<file path="src/rtl/cpu_execute_stage_pkg.sv">
// Shared definitions for the Klara-RV execute stage: exec classes, ALU function codes, FSM states.
// The ALU op field is {use_imm, fn[3:0]}; bit 4 selects the immediate as the second operand.
package cpu_execute_stage_pkg;

  typedef enum logic [3:0] {
    CLS_ALU    = 4'd0,
    CLS_SHIFT  = 4'd1,
    CLS_LUI    = 4'd2,
    CLS_AUIPC  = 4'd3,
    CLS_BRANCH = 4'd4,
    CLS_JAL    = 4'd5,
    CLS_JALR   = 4'd6,
    CLS_LOAD   = 4'd7,
    CLS_STORE  = 4'd8
  } exec_class_e;

  typedef enum logic [3:0] {
    OP_ADD  = 4'd0,
    OP_SUB  = 4'd1,
    OP_SLL  = 4'd2,
    OP_SLT  = 4'd3,
    OP_SLTU = 4'd4,
    OP_XOR  = 4'd5,
    OP_SRL  = 4'd6,
    OP_SRA  = 4'd7,
    OP_OR   = 4'd8,
    OP_AND  = 4'd9,
    OP_EQ   = 4'd10,
    OP_NE   = 4'd11,
    OP_LT   = 4'd12,
    OP_GE   = 4'd13,
    OP_LTU  = 4'd14,
    OP_GEU  = 4'd15
  } alu_fn_e;

  localparam int ALU_OP_IMM_BIT = 4;

  typedef enum logic [1:0] {
    ST_IDLE       = 2'd0,
    ST_SHIFT_WAIT = 2'd1,
    ST_HOLD       = 2'd2
  } exec_state_e;

endpackage

</file>
<file path="src/rtl/cpu_execute_stage_alu.sv">
// Combinational integer ALU: arithmetic/logic, set-less-than and branch compares (0/1 result),
// plus a separate shifter output so the execute stage can register it on its own path.
module cpu_execute_stage_alu
  import cpu_execute_stage_pkg::*;
(
  input  logic [31:0] a,
  input  logic [31:0] b,
  input  logic [3:0]  fn,
  output logic [31:0] result,
  output logic [31:0] shift_result
);

  alu_fn_e     f;
  logic [4:0]  shamt;
  logic        lt_s;
  logic        lt_u;

  assign f     = alu_fn_e'(fn);
  assign shamt = b[4:0];
  assign lt_s  = $signed(a) < $signed(b);
  assign lt_u  = a < b;

  // Non-shift function codes fall back to a left shift on the shifter output.
  always_comb begin
    shift_result = a << shamt;
    case (f)
      OP_SRL:  shift_result = a >> shamt;
      OP_SRA:  shift_result = $unsigned($signed(a) >>> shamt);
      default: shift_result = a << shamt;
    endcase
  end

  always_comb begin
    result = '0;
    case (f)
      OP_ADD:  result = a + b;
      OP_SUB:  result = a - b;
      OP_SLL,
      OP_SRL,
      OP_SRA:  result = shift_result;
      OP_SLT:  result = {31'b0, lt_s};
      OP_SLTU: result = {31'b0, lt_u};
      OP_XOR:  result = a ^ b;
      OP_OR:   result = a | b;
      OP_AND:  result = a & b;
      OP_EQ:   result = {31'b0, a == b};
      OP_NE:   result = {31'b0, a != b};
      OP_LT:   result = {31'b0, lt_s};
      OP_GE:   result = {31'b0, !lt_s};
      OP_LTU:  result = {31'b0, lt_u};
      OP_GEU:  result = {31'b0, !lt_u};
      default: result = '0;
    endcase
  end

endmodule

</file>
<file path="src/rtl/cpu_execute_stage.sv">
// Klara-RV execute stage: one ALU, branch/jump resolution, registered writeback/memory/redirect outputs.
// Define CPU_EXECUTE_SHIFT_REG_EN to route shifts through a registered SHIFT_WAIT cycle.
//
// Handshake: an instruction is taken when i_valid && o_ready (and no i_flush); a result is
// handed over when o_valid && i_ready; all outputs hold while o_valid && !i_ready, except the
// one-cycle o_branch / o_misaligned pulses, which appear only in the first o_valid cycle.
module cpu_execute_stage
  import cpu_execute_stage_pkg::*;
#(
  parameter logic ALIGN_CHECK = 1'b1
)
(
  input  logic        i_clock,
  input  logic        i_reset,
  input  logic        i_flush,
  input  logic        i_valid,
  output logic        o_ready,
  input  logic [3:0]  i_class,
  input  logic [4:0]  i_alu_op,
  input  logic [31:0] i_pc,
  input  logic [31:0] i_rs1,
  input  logic [31:0] i_rs2,
  input  logic [31:0] i_imm,
  input  logic [4:0]  i_rd,
  output logic        o_valid,
  input  logic        i_ready,
  output logic [4:0]  o_rd,
  output logic        o_rd_write,
  output logic [31:0] o_rd_value,
  output logic        o_mem_read,
  output logic        o_mem_write,
  output logic [31:0] o_mem_addr,
  output logic [31:0] o_mem_wdata,
  output logic        o_branch,
  output logic [31:0] o_branch_target,
  output logic        o_misaligned,
  output logic [1:0]  o_dbg_state
);

  exec_class_e cls;
  exec_state_e state;
  logic [3:0]  alu_fn;
  logic [31:0] alu_a;
  logic [31:0] alu_b;
  logic [31:0] alu_result;
  logic [31:0] alu_shift;
  logic [31:0] pc_plus4;
  logic [31:0] pc_plus_imm;
  logic [31:0] target;
  logic [31:0] result;
  logic        is_ctrl;
  logic        is_mem;
  logic        taken;
  logic        misaligned;
  logic        rd_write;
  logic        accept;
  logic        shift_defer;

  assign cls         = exec_class_e'(i_class);
  assign o_dbg_state = state;

  always_comb begin
    alu_a  = (cls == CLS_AUIPC) ? i_pc : i_rs1;
    alu_b  = i_imm;
    alu_fn = OP_ADD;
    case (cls)
      CLS_ALU, CLS_SHIFT: begin
        alu_fn = i_alu_op[3:0];
        if (!i_alu_op[ALU_OP_IMM_BIT]) alu_b = i_rs2;
      end
      CLS_BRANCH: begin
        alu_fn = i_alu_op[3:0];
        alu_b  = i_rs2;
      end
      default: ;
    endcase
  end

  cpu_execute_stage_alu u_alu (
    .a            (alu_a),
    .b            (alu_b),
    .fn           (alu_fn),
    .result       (alu_result),
    .shift_result (alu_shift)
  );

  // Link address and pc-relative target have their own adders so the ALU is free for compares.
  assign pc_plus4    = i_pc + 32'd4;
  assign pc_plus_imm = i_pc + i_imm;
  assign target      = (cls == CLS_JALR) ? {alu_result[31:1], 1'b0} : pc_plus_imm;
  assign is_ctrl     = (cls == CLS_BRANCH) || (cls == CLS_JAL) || (cls == CLS_JALR);
  assign is_mem      = (cls == CLS_LOAD) || (cls == CLS_STORE);

  always_comb begin
    taken = 1'b0;
    case (cls)
      CLS_BRANCH:       taken = alu_result[0];
      CLS_JAL, CLS_JALR: taken = 1'b1;
      default:          taken = 1'b0;
    endcase
  end

  assign misaligned = taken && ALIGN_CHECK && target[1];
  assign rd_write   = (cls != CLS_BRANCH) && (cls != CLS_STORE) && (i_rd != 5'd0) && !misaligned;

  always_comb begin
    result = '0;
    case (cls)
      CLS_ALU, CLS_AUIPC, CLS_LOAD: result = alu_result;
      CLS_SHIFT:                    result = alu_shift;
      CLS_LUI:                      result = i_imm;
      CLS_JAL, CLS_JALR:            result = pc_plus4;
      default:                      result = '0;
    endcase
  end

`ifdef CPU_EXECUTE_SHIFT_REG_EN
  logic [31:0] shift_q;

  assign o_ready     = (state != ST_SHIFT_WAIT) && (!o_valid || i_ready);
  assign shift_defer = (cls == CLS_SHIFT);

  always_ff @(posedge i_clock) begin
    if (i_reset)     shift_q <= '0;
    else if (accept) shift_q <= alu_shift;
  end
`else
  assign o_ready     = !o_valid || i_ready;
  assign shift_defer = 1'b0;
`endif

  // Flush wins over acceptance even though o_ready itself does not see it.
  assign accept = i_valid && o_ready && !i_flush;

  always_ff @(posedge i_clock) begin
    if (i_reset) begin
      state           <= ST_IDLE;
      o_valid         <= 1'b0;
      o_rd            <= '0;
      o_rd_write      <= 1'b0;
      o_rd_value      <= '0;
      o_mem_read      <= 1'b0;
      o_mem_write     <= 1'b0;
      o_mem_addr      <= '0;
      o_mem_wdata     <= '0;
      o_branch        <= 1'b0;
      o_branch_target <= '0;
      o_misaligned    <= 1'b0;
    end else if (i_flush) begin
      state        <= ST_IDLE;
      o_valid      <= 1'b0;
      o_rd_write   <= 1'b0;
      o_mem_read   <= 1'b0;
      o_mem_write  <= 1'b0;
      o_branch     <= 1'b0;
      o_misaligned <= 1'b0;
    end else begin
      o_branch     <= 1'b0;
      o_misaligned <= 1'b0;
      if (accept) begin
        o_rd            <= i_rd;
        o_rd_write      <= rd_write;
        o_rd_value      <= result;
        o_mem_read      <= (cls == CLS_LOAD);
        o_mem_write     <= (cls == CLS_STORE);
        o_mem_addr      <= is_mem ? alu_result : 32'd0;
        o_mem_wdata     <= (cls == CLS_STORE) ? i_rs2 : 32'd0;
        o_branch_target <= is_ctrl ? target : 32'd0;
        if (shift_defer) begin
          state   <= ST_SHIFT_WAIT;
          o_valid <= 1'b0;
        end else begin
          state        <= ST_HOLD;
          o_valid      <= 1'b1;
          o_branch     <= taken && !misaligned;
          o_misaligned <= misaligned;
        end
      end
`ifdef CPU_EXECUTE_SHIFT_REG_EN
      else if (state == ST_SHIFT_WAIT) begin
        state      <= ST_HOLD;
        o_valid    <= 1'b1;
        o_rd_value <= shift_q;
      end
`endif
      else if (o_valid && i_ready) begin
        state   <= ST_IDLE;
        o_valid <= 1'b0;
      end
    end
  end

endmodule

</file>
<file path="config.mk">
export PLATFORM = sky130hd
export DESIGN_NAME = cpu_execute_stage
export DESIGN_NICKNAME = d
export VERILOG_FILES = /design/src/rtl/cpu_execute_stage_pkg.sv /design/src/rtl/cpu_execute_stage_alu.sv /design/src/rtl/cpu_execute_stage.sv
export SDC_FILE = /design/constraint.sdc
export NUM_CORES = 1
export LEC_CHECK = 0
export CORE_MARGIN = 2
export CORE_UTILIZATION = 40
export DETAILED_ROUTE_END_ITERATION = 10
export SYNTH_ARGS = -nofsm -noshare
export SYNTH_HDL_FRONTEND = slang
export SYNTH_SLANG_ARGS = --single-unit
</file>
<file path="constraint.sdc">
create_clock -name i_clock -period 13.06 [get_ports i_clock]
set_input_delay 3.918 -clock i_clock [delete_from_list [all_inputs] [get_ports i_clock]]
set_output_delay 3.918 -clock i_clock [all_outputs]
set_load 0.05 [all_outputs]
</file>
==> summary.md <==
| Metric | Value |
|---|---|
| Outcome | `complete, no violations` |
| R2R Path End | `o_rd_value[9]` |
| Worst Path Required | `13.42 ns` |
| Post-synthesis register bit count | `139` |
| Initial core utilization | `40.5%` |
| DRT iter0 DRCs | `3,628` |
| Die ar. | `45,300 sq um` |
| Synth Area per Inst | `7.16 sq um` |
| Worst Hold Class | `reg2reg` |
| Worst EP arrival | `10.62 ns` |
| Largest net degree at the start of global routing | `69` |
| Crit Path Class | `in2reg` |
| Layout cells sized above 1 | `7.49%` |
| Tcrit/Tclk final | `78.5%` |
| TritonCTS clock tree | `done` |
| R2r startpoint | `o_valid` |
| Top_reg_cell synth | `dfxtp_1` |
| Post-synthesis sequential area ratio | `15.9%` |
| Critical Path Source Type | `input port` |
| Reg clk slew, reported paths | `0.07 ns` |
| Synth async-reset ratio | `0%` |
| Clk_skew | `0.00647 ns` |
| Hold Crit Depth | `2` |
| Maxcap violations | `0` |
| Grt ovf | `0` |
| Number of flops mapped to enable cells by yosys | `0` |
| Min-Delay Endpoint | `o_mem_addr[28]` |
| Minimum clock period | `10.25 ns` |
| Global-route wire length before repair | `137 mm` |
| Root buffer cell | `clkbuf_16` |
| Final TNS setup | `0 ns` |
| Clock latency on the worst-skew pair | `0.47 ns` |
| # rows | `76` |
| Distinct cell type count of the synthesized netlist | `101` |
| Fmax | `97.5 MHz` |
| Placer Congestion | `1.04` |
| Final setup viols | `0` |
| Core Footprint | `43,100 sq um` |
| Synth Cell Area | `17,500 sq um` |
| ANT nets after route | `0` |
| Pwr Total | `1.88 mW` |
| Post-CTS Repair Setup Buffers | `0` |
| Mapped Nets | `2,716` |
| Util after Layout | `49.6%` |
| Yosys Warn Count | `0` |
| Routed len/inst | `29.6 um` |
| Max Root-Sink Buffers | `2` |
| CTS hold repair buffers | `0` |
| CTS Buf Count | `17` |
| Drt first pass iters | `6` |
| Vias per inst | `6.70` |
| Via count | `21,500` |
| Final HPWL DP | `75.5 mm` |
| Actual slew at the worst max-slew pin | `1.31 ns` |
| Die Width | `213 um` |
| Total GRT Usage | `41.2%` |
| LEAKAGE | `8.31 nW` |
| CP Max Fanout | `54` |
| P per Cell Area | `87.9 nW/um^2` |
| # clock sinks | `139` |
| Post-Synthesis Cells | `2,437` |
| Routed WL | `95.3 mm` |
| Hold Vio Cnt, Final | `0` |
| CTS resizes | `0` |
| Hold path start | `o_mem_addr[28]` |
| Nets | `2,897` |
| R2R depth | `9` |
| Unrepaired setup endpoints after global routing | `false` |
| DRC violations left | `0` |
| VDD IR max | `0.0000866 V` |
| Layout area overhead | `22.4%` |
| Die H | `213 um` |
| Initial antenna violation count | `0` |
| Rel. slew slack | `11.6%` |
| R2R Setup Slk | `10.14 ns` |
| Inst Count DP | `3,184` |
| Final Max Slew Viols | `0` |
| Crit path capture type | `register` |
| Non-Filler Instances | `3,216` |
| Boundary Pins | `289` |
| IO buf count | `287` |
| Vias in the first global route | `19,800` |
| Htree depth | `4` |
| Worst hold slack | `0.456 ns` |
| Number of antenna diodes | `0` |
## Yosys cell counts, drive strengths merged, types with 13 or more instances
| library cell | n | share of area (%) |
|---|---|---|
| or3 | 14 | 0.50 |
| a221oi | 21 | 1.1 |
| mux2 | 20 | 1.3 |
| mux2i | 69 | 4.5 |
| clkbuf | 122 | 2.6 |
| a31oi | 23 | 0.82 |
| a22oi | 57 | 2.5 |
| nor2 | 194 | 4.3 |
| nor3 | 55 | 1.6 |
| xor2 | 29 | 1.5 |
| buf | 57 | 1.8 |
| nand2b | 27 | 0.97 |
| nand3 | 106 | 3.0 |
| and2 | 14 | 0.50 |
| a211oi | 33 | 1.5 |
| a21o | 28 | 1.2 |
| o211ai | 67 | 2.9 |
| o221ai | 16 | 0.80 |
| o21bai | 16 | 0.69 |
| nor2b | 13 | 0.48 |
| a21oi | 205 | 5.9 |
| a222oi | 35 | 2.0 |
| inv | 118 | 2.5 |
| dfxtp | 139 | 16 |
| and3 | 24 | 0.86 |
| o22ai | 15 | 0.65 |
| nand2 | 271 | 5.9 |
| o21ai | 210 | 6.1 |
| xnor2 | 67 | 3.4 |
| a22o | 29 | 1.5 |
| ha | 129 | 9.2 |
## layout make-up
cell class / count / area, sq um
clock buffer: 19 / 443
clock inverter: 13 / 131
fill: 4314 / 21700
inverter: 119 / 447
multi-input combinational: 2000 / 13500
sequential: 139 / 2780
tap: 585 / 732
timing repair buffer: 341 / 3290
## per-stage QoR
step | setup WS, ns | area [sq um]
after floorplan | 4.23 | 17500
after global placement | 2.57 | 20800
after detailed placement | 2.54 | 20800
after CTS | 3.03 | 21400
after global routing | 2.62 | 21400
final | 2.81 | 21400
## critical path, cell delays in order
cell	delay, ns
clkdlybuf4s50_1	0.77
a211o_4	0.57
nor2_4	0.12
buf_4	0.32
mux2_2	0.40
buf_4	0.34
ha_1	0.48
nor2_1	0.11
o21ai_0	0.45
a21oi_1	0.25
a21oi_1	0.34
a31oi_1	0.20
a31o_2	0.30
a31o_2	0.30
a2111oi_0	0.72
o22ai_2	0.15
a211oi_2	0.45
o211ai_1	0.16
a22o_1	0.23
## power by group
group	switching (mW)	leakage [nW]	total (mW)	internal (mW)
Combinational	0.633	6.91	0.948	0.315
Clock	0.223	0.278	0.495	0.271
Sequential	0.00485	1.12	0.435	0.431
Total	0.861	8.31	1.88	1.02
## logic make-up after synthesis
group	after synthesis	share of synthesized area (%)
AO/OA/AOI/OAI	904	35.3
XOR/XNOR	96	4.82
adder cells (fa/ha/maj)	132	9.59
buffers and inverters	298	7.02
flip-flops	139	15.9
multiplexers	99	7.15
other	1	0.0215
AND/OR/NAND/NOR	768	20.1
## cell usage in the layout, fill, tap and decap left out, types with 28 or more instances in the layout
master,n
xor2_1,29
ha_1,129
a222oi_1,35
a21o_1,28
o21ai_0,186
buf_4,53
nand3_1,106
nor3_1,52
a22oi_1,56
nand2_1,270
inv_1,112
xnor2_1,67
nor2_1,187
o211ai_1,66
a22o_1,29
a21oi_1,204
a211oi_1,29
clkdlybuf4s50_1,286
dfxtp_1,139
mux2i_1,52
## worst max-delay path by stage
stage / from / end / depth (start not counted)
6_report: i_class[2] / o_rd_value[29] / 19
2_1_floorplan: i_class[0] / o_rd_value[29] / 20
5_1_grt: i_class[2] / o_rd_value[29] / 18
3_5_place_dp: i_class[2] / o_rd_value[29] / 19
3_3_place_gp: i_class[2] / o_rd_value[29] / 18
4_1_cts: i_class[2] / o_rd_value[29] / 19
## registers in the layout, summed over array words and instances, names as in the netlist
register         flops
o_rd                 5
o_misaligned         1
o_valid              1
o_branch_target     32
o_mem_addr          32
o_rd_value          32
o_branch             1
o_mem_read           1
o_mem_wdata         32
o_rd_write           1
o_mem_write          1
## metal layers
layer | global-route usage [%] | up-vias | wire [um]
met2 | 59.6 | 1577 | 38400
li1 | - | 9453 | -
met5 | 0 | - | 0
met3 | 8.35 | 269 | 11300
met1 | 56.9 | 10200 | 39300
met4 | 22.9 | 0 | 6250
(Power assumes the default switching activity.)
